File: src/rtl/cm_pkg.sv
// Shared types for the cm_* common blocks: delay-line reset modes and arbiter states.
package cm_pkg;

    localparam int SHR_ARB_NREQ_MAX = 16;

    typedef enum logic {
        SHR_ARB_RUN,
        SHR_ARB_FLUSH
    } t_shr_arb_state;

    typedef enum logic {
        SHR_RST_NONE,
        SHR_RST_FULL
    } t_shr_rst_mode;

endpackage

File: src/rtl/cm_shr.sv
// Fixed-latency delay line: LEN cycles, LEN==0 is a wire; no backpressure.
module cm_shr
    import cm_pkg::*;
#(
    parameter int            LEN      = 2,
    parameter type           DTYPE    = logic [7:0],
    parameter t_shr_rst_mode RST_MODE = SHR_RST_FULL
) (
    input  logic i_clk,
    input  logic i_rst,
    input  DTYPE i_data,
    output DTYPE o_data
);

    generate
        if (LEN == 0) begin : g_bypass
            logic unused_clk_rst;
            assign unused_clk_rst = i_clk ^ i_rst;
            assign o_data = i_data;
        end else begin : g_line
            DTYPE q_line [LEN];

            always_ff @(posedge i_clk) begin
                if (RST_MODE == SHR_RST_FULL && i_rst) begin
                    for (int i = 0; i < LEN; i++) begin
                        q_line[i] <= '0;
                    end
                end else begin
                    q_line[0] <= i_data;
                    for (int i = 1; i < LEN; i++) begin
                        q_line[i] <= q_line[i-1];
                    end
                end
            end

            assign o_data = q_line[LEN-1];
        end
    endgenerate

endmodule

File: src/rtl/cm_shr_arb.sv
// Round-robin share of one LEN-cycle delay line among NREQ requesters; responses are never stalled.
// Optional CM_SHR_ARB_LOCK_EN: i_req_last keeps the grant on one requester for multi-beat packets.
module cm_shr_arb
    import cm_pkg::*;
#(
    parameter int  NREQ  = 4,
    parameter int  LEN   = 2,
    parameter type DTYPE = logic [7:0]
) (
    input  logic                         i_clk,
    input  logic                         i_rst,
    input  logic [NREQ-1:0]              i_req_vld,
    input  logic [NREQ*$bits(DTYPE)-1:0] i_req_data,
    output logic [NREQ-1:0]              o_req_rdy,
    output logic [NREQ-1:0]              o_rsp_vld,
    output DTYPE                         o_rsp_data,
    output logic [$clog2(NREQ)-1:0]      o_rsp_id,
    input  logic                         i_flush,
`ifdef CM_SHR_ARB_LOCK_EN
    input  logic [NREQ-1:0]              i_req_last,
`endif
    output logic                         o_flush_done,
    output logic                         o_busy
);

    localparam int IDW = $clog2(NREQ);
    localparam int DW  = $bits(DTYPE);
    localparam int OW  = (LEN > 0) ? $clog2(LEN + 1) : 1;

    typedef struct packed {
        logic           vld;
        logic [IDW-1:0] id;
        DTYPE           data;
    } t_ent;

    // Returns {found, index} of the first set bit at or above ptr, wrapping.
    function automatic logic [IDW:0] rr_pick(input logic [NREQ-1:0] vld, input logic [IDW-1:0] ptr);
        logic [IDW:0] r;
        int           k;
        r = '0;
        for (int i = NREQ - 1; i >= 0; i--) begin
            k = (int'(ptr) + i) % NREQ;
            if (vld[k]) r = {1'b1, IDW'(k)};
        end
        return r;
    endfunction

    t_shr_arb_state q_state, d_state;
    logic [7:0]     q_cnt, d_cnt;
    logic [IDW-1:0] q_ptr, d_ptr;
    logic [OW-1:0]  q_occ, d_occ;
    logic [NREQ-1:0] cand;
    logic [IDW:0]   pick;
    logic [IDW-1:0] win;
    logic           xfer;
    logic           flush_go;
    t_ent           line_in, line_out;

`ifdef CM_SHR_ARB_LOCK_EN
    logic           q_lock, d_lock;
    logic [IDW-1:0] q_lock_id, d_lock_id;
    logic           q_pend, d_pend;
`endif

    always_comb begin
        cand = i_req_vld;
`ifdef CM_SHR_ARB_LOCK_EN
        if (q_lock) cand = i_req_vld & (NREQ'(1) << q_lock_id);
`endif
        pick = rr_pick(cand, q_ptr);
        win  = pick[IDW-1:0];
        xfer = (q_state == SHR_ARB_RUN) && pick[IDW];

        o_req_rdy = '0;
        if (xfer) o_req_rdy = NREQ'(1) << win;

        line_in = '0;
        if (xfer) begin
            line_in.vld  = 1'b1;
            line_in.id   = win;
            line_in.data = DTYPE'(i_req_data[win*DW +: DW]);
        end
    end

    always_comb begin
        d_state      = q_state;
        d_cnt        = q_cnt;
        d_ptr        = q_ptr;
        o_flush_done = 1'b0;
        flush_go     = i_flush;

        if (xfer) d_ptr = (win == IDW'(NREQ - 1)) ? '0 : win + IDW'(1);

`ifdef CM_SHR_ARB_LOCK_EN
        d_lock    = q_lock;
        d_lock_id = q_lock_id;
        if (xfer) begin
            d_lock    = ~i_req_last[win];
            d_lock_id = win;
        end
        // A pulsed flush is remembered until the packet in progress has closed.
        flush_go = (i_flush | q_pend) & ~d_lock;
        d_pend   = (q_state == SHR_ARB_RUN) & (i_flush | q_pend) & d_lock;
`endif

        case (q_state)
            SHR_ARB_RUN: begin
                if (flush_go) begin
                    d_state = SHR_ARB_FLUSH;
                    d_cnt   = 8'(LEN);
                end
            end
            SHR_ARB_FLUSH: begin
                d_cnt = (q_cnt == 8'd0) ? 8'd0 : q_cnt - 8'd1;
                if (q_cnt <= 8'd1) begin
                    o_flush_done = 1'b1;
                    d_state      = SHR_ARB_RUN;
                end
            end
            default: d_state = SHR_ARB_RUN;
        endcase

        d_occ = q_occ;
        if (line_in.vld && !line_out.vld) d_occ = q_occ + OW'(1);
        else if (!line_in.vld && line_out.vld) d_occ = q_occ - OW'(1);
    end

    always_ff @(posedge i_clk) begin
        if (i_rst) begin
            q_state <= SHR_ARB_RUN;
            q_cnt   <= '0;
            q_ptr   <= '0;
            q_occ   <= '0;
        end else begin
            q_state <= d_state;
            q_cnt   <= d_cnt;
            q_ptr   <= d_ptr;
            q_occ   <= d_occ;
        end
    end

`ifdef CM_SHR_ARB_LOCK_EN
    always_ff @(posedge i_clk) begin
        if (i_rst) begin
            q_lock    <= 1'b0;
            q_lock_id <= '0;
            q_pend    <= 1'b0;
        end else begin
            q_lock    <= d_lock;
            q_lock_id <= d_lock_id;
            q_pend    <= d_pend;
        end
    end
`endif

    cm_shr #(
        .LEN      (LEN),
        .DTYPE    (t_ent),
        .RST_MODE (SHR_RST_FULL)
    ) u_shr (
        .i_clk  (i_clk),
        .i_rst  (i_rst),
        .i_data (line_in),
        .o_data (line_out)
    );

    assign o_rsp_vld  = line_out.vld ? (NREQ'(1) << line_out.id) : '0;
    assign o_rsp_data = line_out.vld ? line_out.data : '0;
    assign o_rsp_id   = line_out.vld ? line_out.id : '0;
    assign o_busy     = (q_occ != '0);

endmodule

File: config.mk
export PLATFORM = sky130hd
export DESIGN_NAME = cm_shr_arb
export DESIGN_NICKNAME = d
export VERILOG_FILES = /design/src/rtl/cm_pkg.sv /design/src/rtl/cm_shr.sv /design/src/rtl/cm_shr_arb.sv
export SDC_FILE = /design/constraint.sdc
export NUM_CORES = 1
export LEC_CHECK = 0
export CAP_MARGIN = 20
export CORE_MARGIN = 5
export CORE_UTILIZATION = 45
export DETAILED_ROUTE_END_ITERATION = 10
export PLACE_DENSITY = 0.8
export SLEW_MARGIN = 20
export SYNTH_ARGS = -nofsm -noshare
export SYNTH_HDL_FRONTEND = slang
export SYNTH_SLANG_ARGS = --single-unit
File: constraint.sdc
create_clock -name i_clk -period 2.9 [get_ports i_clk]
set_clock_uncertainty 0.15 [all_clocks]
set_input_delay 0.87 -clock i_clk [delete_from_list [all_inputs] [get_ports i_clk]]
set_output_delay 0.87 -clock i_clk [all_outputs]
set_load 0.02 [all_outputs]
**Word level (Yosys, flattened, before mapping)**

Memories as Yosys holds them, arrays and structs flattened.
Cells that the tools add are included.

- Word-level logic and storage cells: 75
- Bits in registers: 13
- Output and inout port bits: 20
- Bits in writable memories: 22
- Memories: 1

Memory list:

| memory | words | bits a word | rd ports | clocked after Yosys merged registers in | wr ports | line | text |
|---|---|---|---|---|---|---|---|
| u_shr.g_line.q_line | 2 | 11 | 2 | 0 | 2 | cm_shr.sv:21 | `DTYPE q_line [LEN];` |

- Bitwise operators: 6
- Magnitude comparators: 5
- Reduce and logical (&&, ||, !) cells: 11
- Shift operators: 3
- Add/subtract/negate cells: 7
- Multiplexer cells: 36
- Equality and inequality tests: 2

Operators with widths:

| operator | count |
|---|---|
| two-way mux 11 bit | 3 |
| variable part select 32 x 6 -> 8 bit | 1 |
| two-way mux 8 bit | 3 |
| case mux 8 bit (2 select lines) | 1 |
| two-way mux 1 bit | 14 |
| less-than comparator 3 x 4 -> 1 bit (second input constant) | 3 |
| two-way mux 3 bit | 4 |
| binary-select mux 1 bit (select 2 bit) | 4 |
| <= comparator 8 x 1 -> 1 bit (second input constant) | 1 |
| zero test 8 bit | 1 |
| two-way mux 2 bit | 4 |
| two-way mux 4 bit | 2 |
| << shifter 1 x 2 -> 4 bit (first input constant) | 2 |
| subtractor 8 x 1 -> 8 bit (second input constant) | 1 |
| adder 2 x 1 -> 2 bit (second input constant) | 3 |
| OR reduction 2 bit | 3 |
| adder 2 bit (second input constant) | 2 |
| nonzero test 2 bit | 2 |
| AND 1 bit (first input constant) | 3 |
| logical AND 1 bit | 3 |
| less-than comparator 2 x 3 -> 1 bit (second input constant) | 1 |
| == test 2 bit (second input constant) | 1 |
| zero test 1 bit | 2 |
| != test 2 bit (second input constant) | 1 |
| other kinds (4) | 5 |

**Longest topological paths before layout**

Gate-level depths: netlist (run 1).

- Depth after elaboration: 16
- Depth in mapped cells: 8

**Modules after synthesis**

From an unflattened synthesis (run 1), not the netlist that was laid out.

- Cells, all modules: 204
- Area total of the unflattened synthesis: 1933.1 µm²

Modules (own cells, without submodules):

| module | area each (µm²) | cells each | times used |
|---|---|---|---|
| cm_shr_arb | 1209.9 | 147 | 1 |
| cm_shr | 723.2 | 57 | 1 |

**Worst setup path before layout (run 1)**

OpenSTA, ideal clock, no wires.

- Path type: input to output
- From: input i_req_vld[0]
- To: output o_req_rdy[0]
- Stages: 7
- Slack: -0.025 ns
- Arrival: 1.905 ns
- Path buffers: 2
- Cells stage by stage: a21oi_1 > a2bb2oi_2 > buf_6 > buf_6 > inv_1 > ha_1 > and2_1

- Longest elaborated chain between the ends: 9
- Elaborated cells on any way between the ends: 18
- Classes of those cells: shift: 1; mux: 16; reduce/logical: 1

Ends and longest elaborated chain:

| what | line | text |
|---|---|---|
| from (decl) | cm_shr_arb.sv:12 | `input logic [NREQ-1:0] i_req_vld,` |
| binary-select mux 1 bit (select 2 bit) | cm_shr_arb.sv:43 | `if (vld[k]) r = {1'b1, IDW'(k)};` |
| two-way mux 1 bit (implied by the code) (2 in a row) | cm_shr_arb.sv:43 |  |
| two-way mux 3 bit (3 in a row) | cm_shr_arb.sv:43 |  |
| two-way mux 3 bit (*) | cm_shr_arb.sv:43 |  |
| net pick[1] | cm_shr_arb.sv:53 | `logic [IDW:0] pick;` |
| << shifter 1 x 2 -> 4 bit (*) | cm_shr_arb.sv:75 | `if (xfer) o_req_rdy = NREQ'(1) << win;` |
| two-way mux 4 bit (*) | cm_shr_arb.sv:75 |  |
| to (decl) | cm_shr_arb.sv:14 | `output logic [NREQ-1:0] o_req_rdy,` |

Mark *: on every way through the listed nets, which the timed path passes. The rest lies on a longest branch. The select of a mux whose other input is x is not followed.

**Worst setup path in the final report (run 1)**

- From: input i_req_vld[0]
- To: output o_req_rdy[1]

The elaborated chain is that of the path after synthesis.

==> results of run 1 <==
[per-layer routing]
metal | part of all wire [%] | track usage [%]
met3 | 9.3 | 6.31
met1 | 44 | 18.8
met4 | 2.1 | 8.77
met5 | 0 | 0
met2 | 45 | 23.9
[flip-flops by register name, summed over array words and instances, names as in the netlist]
register / flops
u_shr.g_line.q_line: 22
q_cnt: 8
q_occ: 2
q_ptr: 2
q_state: 1
[cell usage in the layout (no fill, tap or decap), types with 3 or more instances in the layout]
master and count:
sky130_fd_sc_hd__nand3b_1 3, sky130_fd_sc_hd__clkdlybuf4s50_1 49, sky130_fd_sc_hd__mux2i_1 17, sky130_fd_sc_hd__o21ai_0 6, sky130_fd_sc_hd__buf_6 4, sky130_fd_sc_hd__buf_4 20
sky130_fd_sc_hd__and2_4 4, sky130_fd_sc_hd__nor3_1 4, sky130_fd_sc_hd__o22ai_1 8, sky130_fd_sc_hd__and2_1 11, sky130_fd_sc_hd__a21oi_1 14, sky130_fd_sc_hd__clkbuf_8 5
sky130_fd_sc_hd__dfxtp_1 34, sky130_fd_sc_hd__ha_1 6, sky130_fd_sc_hd__nand2_1 3, sky130_fd_sc_hd__nor2_1 11, sky130_fd_sc_hd__inv_1 8, sky130_fd_sc_hd__nor2b_1 13
[cell type report]
cell class | count | share of cell area (%)
timing repair buffer | 78 | 28.4
clock inverter | 2 | 0.484
multi-input combinational | 129 | 37.5
clock buffer | 6 | 2.81
tap | 48 | 2.33
sequential | 35 | 27.2
inverter | 9 | 1.31
[report_power, final]
part | total, mW | switching [mW] | internal (mW)
registers | 0.596 | 0.0451 | 0.551
logic | 0.598 | 0.278 | 0.320
clock network | 0.330 | 0.163 | 0.167
total | 1.52 | 0.486 | 1.04
[metrics by stage]
stage	utilization [%]	area, sq um	instances	hold WS, ns
2_1_floorplan	-	1700	178	0.264
3_3_place_gp	65.0	2380	289	0.266
3_5_place_dp	65.0	2380	289	0.274
4_1_cts	69.5	2540	304	0.290
5_1_grt	70.5	2580	307	0.303
6_report	70.5	2580	307	0.287
[kinds of logic (layout without fill, tap and decap cells)]
| group | Yosys count | count (layout) |
|---|---|---|
| simple gates | 63 | 63 |
| compound gates | 39 | 39 |
| flops | 35 | 35 |
| mux | 17 | 17 |
| buf+inv | 14 | 95 |
| fa+ha+maj | 8 | 8 |
| xor+xnor | 2 | 2 |
[how the worst max path moves through the flow]
stage	start	endpoint	slack [ns]
2_1_floorplan	i_req_vld[0]	o_req_rdy[0]	0.02
3_3_place_gp	i_req_vld[2]	o_req_rdy[0]	-0.93
3_5_place_dp	i_req_vld[2]	o_req_rdy[0]	-0.98
4_1_cts	i_req_vld[2]	o_req_rdy[0]	-0.02
5_1_grt	i_req_vld[2]	o_req_rdy[3]	-0.21
6_report	i_req_vld[0]	o_req_rdy[1]	-0.12
[critical path, delay by kind of cell]
kind                     cells  cell delay, ns
AO/OA/AOI/OAI                1            0.09
AND/OR/NAND/NOR              3            0.50
buffers and inverters        3            0.39
adder cells (fa/ha/maj)      1            0.14
[repair_timing]
| action | in CTS | in global routing |
|---|---|---|
| buffers inserted | 7 | 3 |
| resized for setup | 54 | 4 |
| endpoints found under the setup margin | 6 | 5 |
| pin swaps | 6 | 1 |
| hold buffers | 0 | 0 |
==> run summary, run 1 <==
The post-synthesis area per instance is between 9 and 10 sq um. The number of cells traversed by the worst hold path came out at 1. The routability congestion estimate came out at slightly below 0.8. The overall die height came out at roughly 71 um. The worst setup path is launched from an input port. The net count reported at finish came out at ~310. The multi-input gate area in the final layout is between 900 and 1000 sq um. The most frequently used flop master after synthesis is sky130_fd_sc_hd__dfxtp_1. Yosys instantiated no cell more often than sky130_fd_sc_hd__dfxtp_1.

The repair_antennas step left the layout with diodes totalling 0. The longest clock path from root to sink contains 2 buffers. The number of filler cells placed in the layout came out at 283. In this run the power density over the cells is between 500 and 600 nW/um^2. The number of CTS-inserted buffers came out at 5. The startpoint identified for the worst hold timing path is u_shr.g_line.q_line[0][5].

The transition time of the tightest slew-check pin is approximately 0.6 ns. The tool flagged a number of max-cap violations equal to 0. The worst slew margin relative to its limit is between 50% and 60%. The total iterations of the first detailed-routing run came out at 4.

The pin count of the biggest net entering global routing came out at 25. The total track usage came out at 15.7%. The average routed wire per standard cell came out at approximately 13 um.

Setup repair after global routing could not meet its margin everywhere. The number of failing setup endpoints in the final timing report came out at 4. The adder and majority gate portion of the synthesized area came out at under 10%.

The cell count of the worst reg-to-reg path came out at 12. The initial antenna violation count is 0. The checks that failed: negative setup slack.

The global-route congestion overflow total came out at 0. The count of buffers inserted at the top-level ports is between 50 and 60. The maximum ir drop on the vdd rail came out at around 0.00043 V. The clock-pin slew on the worst setup and hold paths is about 0.06 ns. The net count of the mapped netlist came out at between 200 and 250. The number of synthesized flops with an enable pin came out at 0. During synthesis, Yosys emitted a total of 0 warnings. The internal reg-to-reg setup slack came out at about 0.59 ns. TritonCTS built the clock tree. Once routing completed, OpenROAD measured the worst setup slack at -0.119 ns. The worst path uses 104% of the clock period. The global-route wire length before repair is between 6000 and 7000 um. The flow ran to the end, but the final reports show violations.

The overall power came out at between 1.5 and 2 mW. The largest incremental delay on the critical path came out at 0.30 ns. After synthesis the netlist holds a flip-flop and latch count of 35. The area of the die came out at 5090 sq um. The area share of the largest cell type after synthesis came out at between 40% and 50%.

The register cell area after layout came out at roughly 700 sq um. The via total after detailed routing came out at 1562. At the placement stage, the worst setup path has a slack of -0.984 ns. By startpoint and endpoint, the worst setup path is classified as in2out. The critical path goes through buf_8, nand2_2, a21oi_1, nor3_2, buf_4, ha_1, and2_4, buf_6. The die span in x is between 70 and 80 um. For hold timing, the worst endpoint is u_shr.g_line.q_line[0][16]. The cell chosen for the clock root is sky130_fd_sc_hd__clkbuf_8. The area of the mapped netlist came out at 1690 sq um.

In this run the number of H-tree levels came out at 2. The total negative setup slack is -0.426 ns. The share of flip-flops with an asynchronous set or reset after synthesis came out at 0%. The required time at the worst-slack endpoint is 1.88 ns. The portion of netlist area occupied by mux cells came out at 10.0%.

The initial cell density of the core came out at 46.3%. The via count of the first global-routing pass is around 1500. The type of destination of the critical path is a primary output. The worst register-to-register path ends at u_shr.g_line.q_line[0][5]. The initial DRC count came out at 70.

By area, the combinational part of the netlist is dominated by simple AND/OR/NAND/NOR gates. Of the total synthesized cell area, the portion taken by XOR and XNOR cells is approximately 1.0%. The total count of hold-check failures in the final report came out at 0. The clock sink count came out at 35. The per-cell via count in the routed design is between 5 and 6. The path class of the tightest hold or removal check is reg2reg. The maximum clock frequency came out at between 300 and 400 MHz. The library cell occupying the most area in the post-synthesis netlist is sky130_fd_sc_hd__dfxtp_1.

The reg-to-reg startpoint is q_ptr[1]. The minimum clock period came out at 3.02 ns. The final count of pins violating max slew came to 0. The sequential-to-total area share from yosys stat is 41.4%. The DRC violation count after routing came out at 0. The floorplan has 22 rows. The detailed-placement wirelength estimate came out at ~2800 um. From synthesis to final layout, the design area changed by 52.4%.

The post-synthesis instance total is ~180. The number of top-level design ports is 59. After Yosys synthesis, and, or, nand and nor cells account for ~22% of the synthesized area.

The complex-gate fraction of the synthesized area is between 15 and 20%. The analysis attributes to cell leakage a power of roughly 1.1 nW. The final wirelength is between 4000 and 5000 um. Among all stages on the critical path, the largest delay is contributed by sky130_fd_sc_hd__nor3_2.

After synthesis, the cell types taking the most area are sky130_fd_sc_hd__dfxtp_1, sky130_fd_sc_hd__mux2i_1, sky130_fd_sc_hd__ha_1, sky130_fd_sc_hd__and2_1, sky130_fd_sc_hd__nor2b_1. The share of post-route cells with drive strength above 1 is 21.2%. The clock latency reported for the late side of the worst-skew pair is 0.28 ns.

In this run the worst path has a maximum fanout of 4. The netlist uses 37 different library cells. The arrival time reported for the critical path endpoint came out at approximately 2.0 ns.

The area inside the core boundary is 3660 sq um. Once detail routing completed, the nets flagged for antenna violations numbered 0. Counting instances in the post-synthesis netlist gives the leading cell types as sky130_fd_sc_hd__dfxtp_1, sky130_fd_sc_hd__mux2i_1, sky130_fd_sc_hd__and2_1.
Note: power is estimated with default switching activity, not from simulation.
==> run 2, diff against run 1 <==
--- a/config.mk
+++ b/config.mk
@@ -5,11 +5,14 @@
 export SDC_FILE = /design/constraint.sdc
 export NUM_CORES = 1
 export LEC_CHECK = 0
+export ABC_AREA = 0
 export CAP_MARGIN = 20
 export CORE_MARGIN = 5
-export CORE_UTILIZATION = 45
+export CORE_UTILIZATION = 61
+export CTS_CLUSTER_DIAMETER = 60
 export DETAILED_ROUTE_END_ITERATION = 10
-export PLACE_DENSITY = 0.8
+export DONT_BUFFER_PORTS = 1
+export PLACE_DENSITY = 0.77
 export SLEW_MARGIN = 20
 export SYNTH_ARGS = -nofsm -noshare
 export SYNTH_HDL_FRONTEND = slang
==> run 2 against run 1 <==
Combinational power down 31%. Wire length fell by 18%. The run now ends clean. Sequential share of layout area increased by 12 points. Worst hold slack improved by 0.00069 ns. Die area is 23% lower. Fmax rose by 7.2%. Highest routed layer unchanged. Total power fell by 16%. Core utilization down 4.2 points. Flip-flop and latch count did not move. First-iteration DRC count down 66%. Register-to-register slack improved by 0.45 ns. Cell count shrank 30%.
==> run summary, run 2 (synthesis gave the netlist of run 1 again) <==
The flow ran to the end, and the final reports show no timing, DRC or antenna violations. The clock-pin slew on the worst setup and hold paths is about 0.12 ns. For this design, the CTS-stage hold fixing added 0 buffers.

For this run the aggregate overflow at the end of global routing stands at 0. The met3 track demand over resource is under 10%. The via count of the first global-routing pass is about 1300. The power per cell area is 714 nW/um^2.

TritonCTS built the clock tree. The final count of pins violating max slew is 0. The type of the tightest min-delay check is reg2reg.

For this design the total switching power over the nets is around 0.45 mW. The maximum ir drop on the vdd rail is roughly 0.00057 V. The share of post-route cells with drive strength above 1 is 12.4%. The per-cell via count in the routed design came out at between 5 and 6. Setup repair after global routing left no endpoint under its margin. The DRC violation count after routing is 0.

The worst setup path is of the in2out kind. The maximum clock frequency is 355 MHz. The total negative setup slack is 0 ns. For met1 alone, demand over resource in global routing was 20.5%. Leaving out fill and tap cells, the most frequent cell in the layout is sky130_fd_sc_hd__dfxtp_1. The clock sink count is 35.

The post-route cell area came out at between 1500 and 2000 sq um. The total count of hold-check failures in the final report is 0. The average routed wire per standard cell is ~16 um.

The busiest metal layer after global routing is met2. The net count reported at finish is 231. Compared with the post-synthesis result, the final layout area differs by 6.13%. The static leakage came out at around 0.73 nW. The routability congestion estimate is between 0.7 and 0.8. Across the run, the number of max-cap violations was 0. The count of buffers inserted at the top-level ports is 0. The clock latency reported for the late side of the worst-skew pair came out at 0.34 ns.

The portion of total power attributed to combinational logic is roughly 32%. Pin placement for this block handled 59 I/O pins. In this run switching power makes up a little over a third of total power. Global routing used 18.0% of the available tracks. For the pin with the worst max-slew slack, the measured transition is roughly 0.63 ns. Across the whole layout, storage elements account for ~700 sq um. The number of antenna repair diodes came out at 0. The detailed-placement wirelength estimate is between 2000 and 3000 um. The part of the total power dissipated in the clock network is between 20% and 30%. For the worst setup path, the data arrival time is roughly 1.8 ns.

Data on the critical path is required at its endpoint by 1.88 ns. The number of rows in the core area is 19. The share of total power in sequential cells came out at a little under half. The overall die height is around 63 um.

The final wirelength came out at around 3400 um. Of all nets on the critical path, the largest fanout is 5. The root buffer cell chosen for the clock tree is sky130_fd_sc_hd__clkbuf_4. The area inside the core boundary came out at 2710 sq um. The number of failing setup endpoints in the final timing report is 0. The total iterations of the first detailed-routing run is 4. The met2 usage in global routing is between 20 and 30%.

The library cells used most frequently in the layout, excluding fill and tap cells, are sky130_fd_sc_hd__dfxtp_1, sky130_fd_sc_hd__mux2i_1, sky130_fd_sc_hd__a21oi_1. The post-route fraction of the period consumed by the critical path is a little over nine tenths. After the first detailed-routing iteration, the DRC count stood at 24. The floorplan step defined a die boundary enclosing around 4000 sq um.

Measured along the x axis, the die boundary spans between 60 and 70 um. The number of clock buffers added by TritonCTS is 5. The smallest setup slack after layout is around 0.085 ns. The initial cell density of the core is 62.5%. The post-place instance area came out at 1730 sq um. The number of H-tree levels is 2. The residual antenna-violating net count after detailed routing came out at 0. u_shr.g_line.q_line holds more flip-flops than any other register. The clock period could shrink to approximately 2.8 ns.

The via total after detailed routing is 1268. The largest registers in the layout are u_shr.g_line.q_line: 22 flops, q_cnt: 8 flops. The pre-CTS setup slack is approximately 0.11 ns. STA classifies the critical path startpoint as an input port. The number of flip-flops in the largest register is 22. The clock tree buffer depth is 2. Summing all multi-input logic gate instances after layout gives ~930 sq um. The internal portion of the total power is ~0.83 mW. The global-route wire length before repair came out at about 5800 um. STA classifies the critical path endpoint as a primary output.

The pin count of the biggest net entering global routing came out at 26. The initial antenna violation count came out at 0. In this run the tightest slew margin relative to its limit is 57.4%. The number of filler cells placed in the layout is 220.
==> run 2: cell count changes in the layout (fill, tap and decap cells not counted), sizes merged <==
cell           delta
buf              -24
clkdlybuf4s50    -49
dlygate4sd2       -1
clkbuf            -1
clkinv            +1
==> run 2: stage by stage <==
stage / hold slack (ns) / util, % / total power [mW] / cells
finish: 0.287 / 66.3 / 1.28 / 216
global route: 0.317 / 66.3 / 1.37 / 216
CTS: 0.292 / 66.3 / 1.29 / 216
detailed placement: 0.276 / 64.0 / 1.02 / 208
global placement: 0.279 / 64.0 / 0.999 / 208
floorplan: 0.264 / - / 0.957 / 178
==> run 2: final cells by class <==
type                    instances  share of cell area (%)
clock inverters                 3                    1.39
repair buffers                  4                    1.67
clock buffers                   5                    2.09
flip-flops and latches         35                    39.0
multi-input cells             129                    51.8
inverters                       9                    1.88
well taps                      31                    2.16
==> run 2: what timing repair did <==
action / 4_1_cts / 5_1_grt
endpoints found under the setup margin: 0 / 2
gates resized for setup: 0 / 1
setup buffers: 0 / 0
==> run 2: routing by layer <==
layer	vias to the layer above	share of wire, %
li1	639	-
met1	552	42
met2	67	46
met3	10	9.3
met4	0	2.9
met5	-	0
==> run 2: power groups by stage <==
stage / Sequential, mW / Combinational [mW] / Clock, mW
after global routing: 0.611 / 0.454 / 0.301
after floorplan: 0.598 / 0.359 / 0
after global placement: 0.608 / 0.390 / 0
after detailed placement: 0.613 / 0.410 / 0
after CTS: 0.601 / 0.413 / 0.277
final: 0.602 / 0.413 / 0.268
==> run 2: critical path, stage by stage <==
cell                      delay, ns
sky130_fd_sc_hd__mux2i_1       0.12
sky130_fd_sc_hd__nor2_1        0.06
sky130_fd_sc_hd__nor3_2        0.21
sky130_fd_sc_hd__buf_4         0.16
sky130_fd_sc_hd__ha_1          0.14
sky130_fd_sc_hd__and2_1        0.23
==> run 2: path summary, 6_finish.rpt <==
check	cells after the start	slack, ns	startpoint	endpoint
max reg2reg	5	1.04	q_state	q_occ[1]
min reg2reg	1	0.29	u_shr.g_line.q_line[0][10]	u_shr.g_line.q_line[0][21]
max	6	0.08	i_req_vld[2]	o_req_rdy[3]
min	1	0.29	u_shr.g_line.q_line[0][10]	u_shr.g_line.q_line[0][21]
